## config.mk

```make
export PLATFORM = sky130hd
export DESIGN_NAME = alu_deco
export DESIGN_NICKNAME = d
export VERILOG_FILES = /design/src/rtl/alu_pkg.sv /design/src/rtl/alu_deco_comb.sv /design/src/rtl/alu_deco.sv
export SDC_FILE = /design/constraint.sdc
export NUM_CORES = 1
export LEC_CHECK = 0
export CORE_AREA = 2 2 39 41
export DETAILED_ROUTE_END_ITERATION = 6
export DIE_AREA = 0 0 41 43
export PLACE_DENSITY = 0.46
export SETUP_SLACK_MARGIN = 0.4
export SYNTH_ARGS = -nofsm -noshare
export SYNTH_HDL_FRONTEND = slang
export SYNTH_SLANG_ARGS = --single-unit
```

## constraint.sdc

```tcl
create_clock -name clk -period 0.9 [get_ports clk]
set_input_delay 0.18 -clock clk [delete_from_list [all_inputs] [get_ports clk]]
set_output_delay 0.18 -clock clk [all_outputs]
set_load 0.05 [all_outputs]
```

## src/rtl/alu_pkg.sv

```systemverilog
// alu_pkg: shared encodings for the RV32I ALU decoder
package alu_pkg;
  localparam logic [2:0] ALU_ADD = 3'b000;
  localparam logic [2:0] ALU_SUB = 3'b001;
  localparam logic [2:0] ALU_AND = 3'b010;
  localparam logic [2:0] ALU_OR  = 3'b011;
  localparam logic [2:0] ALU_SLT = 3'b101;
  localparam logic [1:0] ALUOP_ADD   = 2'b00;
  localparam logic [1:0] ALUOP_SUB   = 2'b01;
  localparam logic [1:0] ALUOP_FUNCT = 2'b10;
  localparam logic [1:0] ALUOP_RSVD  = 2'b11;
  localparam logic [2:0] F3_ADDSUB = 3'b000;
  localparam logic [2:0] F3_SLT    = 3'b010;
  localparam logic [2:0] F3_OR     = 3'b110;
  localparam logic [2:0] F3_AND    = 3'b111;
endpackage

```

## src/rtl/alu_deco_comb.sv

```systemverilog
// alu_deco_comb: combinational aluOp/funct decode to ALU select and illegal flag
module alu_deco_comb
  import alu_pkg::*;
(
  input  logic       op,
  input  logic       f7,
  input  logic [2:0] f3,
  input  logic [1:0] aluOp,
  output logic [2:0] ctrlNext,
  output logic       illegalNext
);
  always_comb begin
    ctrlNext = ALU_ADD;
    illegalNext = 1'b0;
    case (aluOp)
      ALUOP_ADD: ctrlNext = ALU_ADD;
      ALUOP_SUB: ctrlNext = ALU_SUB;
      ALUOP_FUNCT:
        case (f3)
          // op gates f7 so ADDI with an immediate bit set never becomes SUB
          F3_ADDSUB: ctrlNext = (op & f7) ? ALU_SUB : ALU_ADD;
          F3_SLT:    ctrlNext = ALU_SLT;
          F3_OR:     ctrlNext = ALU_OR;
          F3_AND:    ctrlNext = ALU_AND;
          default:   illegalNext = 1'b1;
        endcase
      ALUOP_RSVD: illegalNext = 1'b1;
    endcase
  end
endmodule

```

## src/rtl/alu_deco.sv

```systemverilog
// alu_deco: registered RV32I ALU decoder
module alu_deco
  import alu_pkg::*;
(
  input  logic       clk,
  input  logic       rst,
  input  logic       op,
  input  logic       f7,
  input  logic [2:0] f3,
  input  logic [1:0] aluOp,
  output logic [2:0] aluControl,
  output logic       illegal
);
  logic [2:0] ctrlNext;
  logic       illegalNext;
  alu_deco_comb uComb (
    .op(op),
    .f7(f7),
    .f3(f3),
    .aluOp(aluOp),
    .ctrlNext(ctrlNext),
    .illegalNext(illegalNext)
  );
  always_ff @(posedge clk) begin
    aluControl <= rst ? ALU_ADD : ctrlNext;
    illegal <= rst ? 1'b0 : illegalNext;
  end
endmodule

```

[Yosys cells after proc, flatten, opt, wreduce, memory -nomap -nowiden]
Index checks and enable logic that the tools add are counted.
Cells by class
  reduce and logical (&&, ||, !) cells: 2
  bitwise operators: 1
  equality and inequality tests: 6
  mux-type cells: 5
Operators with widths (count)
  3-bit case mux with 4 select lines: 1
  3-bit equality test, second input constant: 2
  3-bit case mux with 2 select lines: 1
  2-bit equality test, second input constant: 2
  4-bit OR reduction: 1
  3-bit by 2-bit equality test with 1-bit output, second input constant: 1
  3-bit zero test: 1
  2-bit by 1-bit equality test with 1-bit output, second input constant: 1
  1-bit two-way mux: 2
  1-bit case mux with 2 select lines: 1
  1-bit bitwise AND: 1
Storage, ports and cells
  bits of input ports: 9
  logic and storage cells: 16
  output and inout port bits: 4
  bits in registers: 4

[Logic depth before layout (Yosys ltp)]
  word-level depth: 4
  mapped depth: 4
  gate-level depth less buffers: 4

[Cells and area by module]
From an unflattened synthesis, not the netlist that was laid out.
Unflattened totals
  cells, all modules: 23
  area total of the unflattened synthesis: 207.7 sq um
By module, submodules not included
  alu_deco: times used 1, cells each 8, area an instance 105.1 sq um, sequential area each 80.1 sq um
  alu_deco_comb: times used 1, cells each 15, area an instance 102.6 sq um, sequential area each 0.0 sq um

[Least setup slack after synthesis]
OpenSTA, ideal clock, no wires.
  path kind: in2reg
  start point: input aluOp[0]
  end point: register aluControl[0]
  data required time: 0.814 ns
  buffers on the path: 0
  cell stages on the path: 4
  arrival: 0.853 ns
  setup slack: -0.039 ns
  library setup time: 0.086 ns
  path through: inv_1 -> ha_1 -> or2_1 -> a221oi_2
Between the ends
  cells in the longest elaborated chain, start to end: 2
  elaborated cells between the ends (all ways): 3
  those cells by class: 2 x eq/ne; 1 x mux
RTL lines
  from (decl): line alu_deco.sv:10  | input logic [1:0] aluOp,
  2-bit equality test / 2-bit by 1-bit equality test with 1-bit output (equally long branches): line alu_deco_comb.sv:15  | case (aluOp)
  3-bit case mux with 2 select lines (*): line alu_deco_comb.sv:15
  to (signal assigned): line alu_deco.sv:25  | aluControl <= rst ? ALU_ADD : ctrlNext;
  to (decl): line alu_deco.sv:11  | output logic [2:0] aluControl,
Every way passes the cells marked *; elsewhere a longest branch is shown, timed or not.
A chain may end at the register's enable or synchronous reset.

[Final worst setup path]
  start point: register illegal
  end point: output illegal
RTL lines
  from (decl): line alu_deco.sv:12  | output logic illegal
  from (signal assigned): line alu_deco.sv:26  | illegal <= rst ? 1'b0 : illegalNext;
No word-level cell between the ends.

==> run_results.csv <==
group,metric,value,unit
timing,setup_tns,0,ps
grt,first_global_vias,224,
grt,antenna_found_initial,0,
clock_tree,cts_root_buffer,"clkbuf_4",
power,ir_drop,0.2617,mV
yosys,syn_inst,23,
die,die_w,41,um
setup_path,arrival,710,ps
die,io_pins,13,
yosys,synth_area_leader_cell,"dfxtp_1",
routing,first_pass_iters,2,
yosys,synth-async-reset-ratio,0,%
yosys,synth_cell_types,13,
yosys,synth_top_area_share,37.21,%
grt,grt_max_degree,4,
setup_path,cp_data_required_time,720,ps
routing,num_vias,234,
setup_path,critPathBufInv,1,
grt,grt_use_total,7.014,%
setup_path,critical_path_class,"reg -> out",
routing,ant_nets,0,
cells_and_area,layout-drive-gt1-share,64.44,%
setup_path,path_cells,"buf_12",
placed_design,placed_area,489.2,um^2
setup_path,path_delay_family,"flip-flops",
clock_tree,cts_max_path_buffers,2,
timing,hold_viol_final,0,
routing,wl_per_cell,8.393,um
timing,tightestPinTransition,163.4,ps
clock_tree,cts_tree,"yes",
die,dieArea,1763,um^2
routing,finalWirelength,512,um
run,cap_violations,0,
power,p_leak,0.0002372,uW
timing,setup_violations,0,
yosys,synth_area_leaders,"dfxtp_1 (37%), ha_1 (17%), a221oi_2 (7.0%)",
die,core-area,1384,um^2
grt,grt_pass1_wl,779,um
timing,period_share,99.40,%
die,initial_core_util,15.55,%
cells_and_area,diodes,0,
yosys,ys_seq_area_share,37.21,%
timing,rsz0062_at_grt,"true",
cells_and_area,area_growth,151.7,%
die,die_y,43,um
yosys,synth_commonest_cells,"dfxtp_1 (4), inv_1 (4), ha_1 (3)",
yosys,synth-seq-cells,4,
grt,overflow,0,
setup_path,max_stage_delay,340,ps
setup_path,cp_max_fo,1,
routing,drcViolationCount,0,
yosys,synthesis.area,215.2,um^2
timing,fin_ws,5.430,ps
timing,relSlewSlack,89.11,%
placed_design,dp_slack,-587.0,ps
cells_and_area,layout.area.seq,92.59,um^2
yosys,yosysWarnings,0,
timing,slew_viol_final,0,
cells_and_area,design_area,541.8,um^2
min_path,worstHoldPathType,"in -> reg",
placed_design,io_buffer_count,12,
timing,min_period,894.6,ps
setup_path,cp-end-kind,"output port",
timing,fmax,1.118,GHz
power,p_total,587.0,uW
yosys,synth_flop_cell,"dfxtp_1",
placed_design,hpwl,451.8,um
yosys,syn_area_per_cell,9.357,um^2
setup_path,crit_path_top_delay_cell,"dfxtp_4",
clock_tree,clk_pin_slew,40,ps
die,rows,14,
clock_tree,cts.sinks,4,
routing,drt_iter0_drc,2,
cells_and_area,finalNetCount,58,
power,p_per_area,1084,nW/um^2
setup_path,crit_path_start_kind,"register",
timing,worst_hold_slack,359.0,ps
placed_design,gp_congestion,0.6165,
yosys,syn-num-nets,35,
cells_and_area,fill_cells,136,
yosys,synth_edf_count,0,
outcome,status,"finished clean",
routing,viasPerCell,3.836,
clock_tree,cts_buffers,3,
cells_and_area,multi_input_area,167.7,um^2
clock_tree,htreeDepth,1,
cell usage in the layout, fill, tap and decap left out, types with 2 or more instances in the layout:
cell type	count
dlygate4sd2_1	4
buf_12	4
dfxtp_4	3
inv_1	2
clkdlybuf4s50_1	2
buf_4	4
buf_6	2
clkbuf_4	3
ha_4	2
worst min-delay path: cells and delay by family:
family                 cells  cell delay [ps]
AND/OR/NAND/NOR            1              120
buffers and inverters      1              200
AO/OA/AOI/OAI              1               50
where the power goes:
part | internal (uW) | total (uW) | switching (uW) | leakage [uW]
registers | 178 | 183 | 4.23 | 0.0000353
clock network | 166 | 242 | 75.4 | 0.0000150
logic | 93.3 | 163 | 69.3 | 0.000187
total | 438 | 587 | 149 | 0.000237
cells by family after synthesis:
group,count (synthesis),synth area share (%)
and+or+nand+nor,10,26.75
DFF,4,37.21
adders and majority gates,3,17.44
AOI/OAI and AO/OA,2,11.63
buffers and inverters,4,6.975
final cells by class:
type / count / area share, %
multi-input combinational: 15 / 30.95
tap: 16 / 3.695
timing repair buffer: 18 / 38.34
inverter: 4 / 5.081
clock buffer: 4 / 4.850
sequential: 4 / 17.09
path summary, 6_finish.rpt:
| kind | startpoint | end | slack [ps] | cells past startpoint |
|---|---|---|---|---|
| worst max-delay path | illegal | illegal | 5 | 1 |
| worst min-delay path | f3[0] | aluControl[0] | 360 | 3 |
metrics by stage:
step / utilization (%) / instances
floorplan: - / 23
finish: 39.15 / 61
global placement: 35.35 / 56
CTS: 37.61 / 60
detailed placement: 35.35 / 56
global route: 39.15 / 61
registers in the layout (all words and copies together) (netlist names):
register,cells
aluControl,3
illegal,1
layer usage:
metal	vias to the layer above	routed length [um]	track usage, %
met2	15	252	10.94
li1	119	-	-
met4	0	12	8.000
met5	-	0	0
met3	2	68	1.571
met1	98	178	6.390
what timing repair did:
action                                  in CTS  in global routing
resized for setup                           16                  5
endpoints found under the setup margin       8                  8
hold buffers                                 0                  0
endpoints found under the hold margin        0                  0
pin swaps                                    5                  4
setup buffers                                0                  1
Note: power is estimated with default switching activity, not from simulation.
